## config.mk

```make
export PLATFORM = sky130hd
export DESIGN_NAME = led_frame_loader
export DESIGN_NICKNAME = d
export VERILOG_FILES = /design/src/rtl/led_frame_loader.sv
export SDC_FILE = /design/constraint.sdc
export NUM_CORES = 1
export LEC_CHECK = 0
export ABC_CLOCK_PERIOD_IN_PS = 4300
export CORE_ASPECT_RATIO = 1.1
export CORE_MARGIN = 2
export CORE_UTILIZATION = 45
export DETAILED_ROUTE_END_ITERATION = 16
export PLACE_DENSITY = 0.61
export SLEW_MARGIN = 20
export SYNTH_ARGS = -nofsm -noshare
export SYNTH_HDL_FRONTEND = slang
export SYNTH_SLANG_ARGS = --single-unit
```

## constraint.sdc

```tcl
create_clock -name clk -period 4.3 [get_ports clk]
set_input_delay 0.645 -clock clk [delete_from_list [all_inputs] [get_ports clk]]
set_output_delay 0.645 -clock clk [all_outputs]
set_load 0.005 [all_outputs]
```

## src/rtl/led_frame_loader.sv

```systemverilog
// Byte-stream loader for a double-buffered NUM_LEDS x 3 byte LED frame store.
// Define LED_COLOR_MAP_EN to map stream R,G,B order onto each LED's physical sink order.
module led_frame_loader #(
  parameter int unsigned NUM_LEDS   = 11,
  parameter logic [7:0]  HDR_BASE   = 8'h80,
  parameter logic [7:0]  CMD_COMMIT = 8'hC0
) (
  input  logic       clk,
  input  logic       rst_,
  input  logic [7:0] in_data,
  input  logic       in_valid,
  output logic       in_ready,
  input  logic       frame_sync,
  input  logic [3:0] rd_led,
  input  logic [1:0] rd_slot,
  output logic [7:0] rd_value,
  output logic       busy,
  output logic       commit_done,
  output logic [7:0] err_cnt
);

  localparam logic [3:0] LastLed = 4'(NUM_LEDS - 1);
  localparam logic [8:0] HdrEnd  = {1'b0, HDR_BASE} + 9'(NUM_LEDS);

  typedef enum logic [2:0] {StIdle, StD0, StD1, StD2, StWaitSync, StCopy} state_e;

  state_e     state_q, state_d;
  logic       bank_q, bank_d;
  logic [3:0] idx_q, idx_d;
  logic [3:0] cnt_q, cnt_d;
  logic [7:0] err_q, err_d;

  // mem_q[bank_q] is displayed; mem_q[~bank_q] is the shadow being written.
  logic [7:0] mem_q [2][NUM_LEDS][3];

  logic       xfer, is_hdr, wr_en, cp_en, shd;
  logic [1:0] data_k, wr_slot;

  assign xfer   = in_valid && in_ready;
  assign is_hdr = ({1'b0, in_data} >= {1'b0, HDR_BASE}) && ({1'b0, in_data} < HdrEnd);
  assign shd    = ~bank_q;

`ifdef LED_COLOR_MAP_EN
  always_comb begin
    wr_slot = data_k;
    unique case (idx_q)
      4'd1, 4'd3, 4'd5, 4'd6: wr_slot = 2'd2 - data_k;
      4'd7, 4'd8:             wr_slot = (data_k == 2'd2) ? 2'd2 : {1'b0, ~data_k[0]};
      default: ;
    endcase
  end
`else
  assign wr_slot = data_k;
`endif

  always_comb begin
    state_d = state_q;
    bank_d  = bank_q;
    idx_d   = idx_q;
    cnt_d   = cnt_q;
    err_d   = err_q;
    wr_en   = 1'b0;
    cp_en   = 1'b0;
    data_k  = 2'd0;
    unique case (state_q)
      StIdle: begin
        if (xfer) begin
          if (is_hdr) begin
            idx_d   = 4'(in_data - HDR_BASE);
            state_d = StD0;
          end else if (in_data == CMD_COMMIT) begin
            state_d = StWaitSync;
          end else if (err_q != 8'hFF) begin
            err_d = err_q + 8'd1;
          end
        end
      end
      StD0: begin
        data_k = 2'd0;
        if (xfer) begin
          wr_en   = 1'b1;
          state_d = StD1;
        end
      end
      StD1: begin
        data_k = 2'd1;
        if (xfer) begin
          wr_en   = 1'b1;
          state_d = StD2;
        end
      end
      StD2: begin
        data_k = 2'd2;
        if (xfer) begin
          wr_en   = 1'b1;
          state_d = StIdle;
        end
      end
      StWaitSync: begin
        if (frame_sync) begin
          bank_d  = ~bank_q;
          cnt_d   = 4'd0;
          state_d = StCopy;
        end
      end
      StCopy: begin
        cp_en = 1'b1;
        if (cnt_q == LastLed) begin
          state_d = StIdle;
        end else begin
          cnt_d = cnt_q + 4'd1;
        end
      end
      default: state_d = StIdle;
    endcase
  end

  always_ff @(posedge clk or negedge rst_) begin
    if (!rst_) begin
      state_q <= StIdle;
      bank_q  <= 1'b0;
      idx_q   <= 4'd0;
      cnt_q   <= 4'd0;
      err_q   <= 8'd0;
    end else begin
      state_q <= state_d;
      bank_q  <= bank_d;
      idx_q   <= idx_d;
      cnt_q   <= cnt_d;
      err_q   <= err_d;
    end
  end

  // Copy-back runs after the swap, so it reads the newly displayed bank.
  always_ff @(posedge clk or negedge rst_) begin
    if (!rst_) begin
      for (int b = 0; b < 2; b++) begin
        for (int l = 0; l < NUM_LEDS; l++) begin
          for (int s = 0; s < 3; s++) begin
            mem_q[b][l][s] <= 8'h00;
          end
        end
      end
    end else if (wr_en) begin
      mem_q[shd][idx_q][wr_slot] <= in_data;
    end else if (cp_en) begin
      for (int s = 0; s < 3; s++) begin
        mem_q[shd][cnt_q][s] <= mem_q[bank_q][cnt_q][s];
      end
    end
  end

  assign rd_value    = (rd_led <= LastLed && rd_slot != 2'd3) ?
                       mem_q[bank_q][rd_led][rd_slot] : 8'h00;
  assign in_ready    = (state_q != StWaitSync) && (state_q != StCopy);
  assign busy        = (state_q == StWaitSync) || (state_q == StCopy);
  assign commit_done = (state_q == StCopy) && (cnt_q == 4'd0);
  assign err_cnt     = err_q;

endmodule
```

==> metrics.txt <==
outcome=finished clean; Ant. Diodes=0; total number of vias=28.2k; worst r2r src=cnt_q[1]; synth cell count leaders=dfrtp_1, a21oi_1, nor2_1, mux4_2, mux2i_1; largest vdd supply drop=0.470 mV; Worst Max-Slew Pin Slew=1.17 ns; first-pass detailed-route iteration total=6; setup total negative slack=0 ns; total power=0.0318 W; synthesized area per cell=10.4 um2; initial core utilization=45.4%; Die ar.=74600 um2; Post-Place Setup Slack=0.148 ns; gp weighted congestion=1.02; critical path required time=3.65 ns; Avg WL per Cell=31.4 um; crit path DAT=3.65 ns; ys async rst share=100%; Chip Height=286 um; DP Area=34200 um2; RSZ-0062 raised after global routing=no; total gr overflow=0; first-pass GRT wire length=190000 um; Fmax achieved=0.233 GHz; max-slew violation count=0; Final Setup Violations=0; critical path class=flop to primary output; root buffer selected by CTS=clkbuf_16; Netlist cell types=72; Ys Warns=0; Area contributors post-synth=dfrtp_1, mux4_2, a21oi_1; Tot GR Track Use=34.7%; Num Clock Sinks=548; Final Hold Viols=0; Worst slew margin=22.2%; Crit. Startpoint=bank_q; Post-DP HPWL=88700 um; Lkg Pwr=13.9 nW; CTS tree=yes; H-tree depth=2; Post-synth EDFFs=0; post-route cell area=36800 um2; WHS=0.116 ns; core area=71800 um2; final worst path period need=4.30 ns; share of the synthesized area in the top cell type=42.1%; port bufs=36; Pwr Density=864 nW/um2; R2R depth=7; Final period util=100%; Post-Syn Area=32600 um2; area delta synth->final=12.8%; Mapped Cells=3131; area leader, netlist=dfrtp_1; clock latency on the worst-skew pair=0.67 ns; Syn Nets=3154; WL final=130000 um; initial antenna violation count=1; #FFs+latches synth=548; crit-path max FO=16; max cap viols=0; Hold Buf Count CTS=0; Bufs on Longest Clock Path=3; CP endpoint kind=primary output; antenna-violating nets left=0; Die Span X=261 um; NumNets Final=3153; vias in the first global route=28.0k; top_reg_cell synth=dfrtp_1; num ports=37; clock skew=0.0401 ns; final worst setup slack=0.00136 ns; most instantiated library cell after synthesis=dfrtp_1; Clk pin slew, worst setup/hold paths=0.06 ns; DRC viols=0; via density per instance=6.82; largest net degree at the start of global routing=106; Seq/Total Area, Yosys=42.1%; CTS buffer count=61; startpoint types=flop; # rows=103; share of cells above drive strength 1=21.6%; initial drt markers=3807; Worst Hold Class=input pin to async pin
[through the flow]
| stage | instances | util [%] |
|---|---|---|
| after global routing | 4128 | 51.2 |
| after global placement | 3990 | 47.6 |
| after CTS | 4113 | 50.8 |
| after floorplan | 3131 | - |
| final | 4128 | 51.2 |
| after detailed placement | 3990 | 47.6 |
[power by group]
group	leakage [nW]	switching (W)	internal, W	total, W
combinational	6.31	0.00964	0.00686	0.0165
sequential	6.52	0.00220	0.00751	0.00972
clock	1.05	0.00235	0.00322	0.00557
[registers in the layout, indices dropped and copies added, names as in the netlist]
signal and flops:
state_q 3, err_cnt 8, mem_q 528, bank_q 1, idx_q 4, cnt_q 4
[timing repair]
action | CTS | global route
pin swaps | 0 | 5
buffers inserted | 5 | 11
gates cloned | 2 | 3
setup endpoints to repair | 8 | 8
resized for setup | 13 | 25
[placed cells by master, fill, tap and decap left out, types with 19 or more instances in the layout]
cell type,instances
o21ai_4,20
buf_12,19
dfrtp_1,546
nand3_1,27
o21a_1,30
o21ai_1,84
a22oi_1,23
mux2i_1,192
mux2_2,25
nand2_1,189
a21oi_1,534
nor2_1,427
o21ai_2,35
clkdlybuf4s50_1,30
buf_4,150
clkbuf_16,64
mux4_2,245
o21ai_0,93
a31oi_1,127
[kinds of logic (layout without fill, tap and decap cells)]
| family | Yosys count | after routing | share of synthesized area (%) |
|---|---|---|---|
| fa+ha+maj | 5 | 5 | 0.192 |
| xor+xnor | 9 | 9 | 0.242 |
| buf+inv | 292 | 344 | 4.56 |
| compound gates | 1056 | 1056 | 19.3 |
| mux | 467 | 467 | 23.9 |
| simple gates | 754 | 754 | 9.80 |
| flops | 548 | 548 | 42.1 |
[final timing paths]
check,endpoint,slack [ns]
max,rd_value[2],0.001
min,mem_q[454],0.12
max reg2reg,mem_q[393],0.66
min reg2reg,err_cnt[6],0.51
max in group asynchronous,mem_q[110],3.15
min in group clk,err_cnt[6],0.51
[area by class of cell]
type	instances	area, um2
Clock buffer	85	1760
Clock inverter	31	368
Fill cell	6294	35000
Inverter	9	33.8
Multi-Input combinational cell	2291	17500
Sequential cell	548	13700
Tap cell	945	1180
Timing Repair Buffer	219	2170
[critical path: stages (launching register included)]
cell and delay, ns:
dfrtp_4 0.63, buf_16 0.22, buf_8 0.19, mux4_2 0.57, a221oi_1 0.31, a31oi_2 0.21
a22o_1 0.36, clkdlybuf4s50_1 0.47
[routing by layer]
layer  GRT usage, %  routed length (um)  vias up
li1               -                   -    11700
met1           44.6               47500    14200
met2           52.3               57400     1808
met3           8.44               14100      481
met4           23.5               10600        0
met5              0                   0        -
Note: power is estimated with default switching activity, not from simulation.
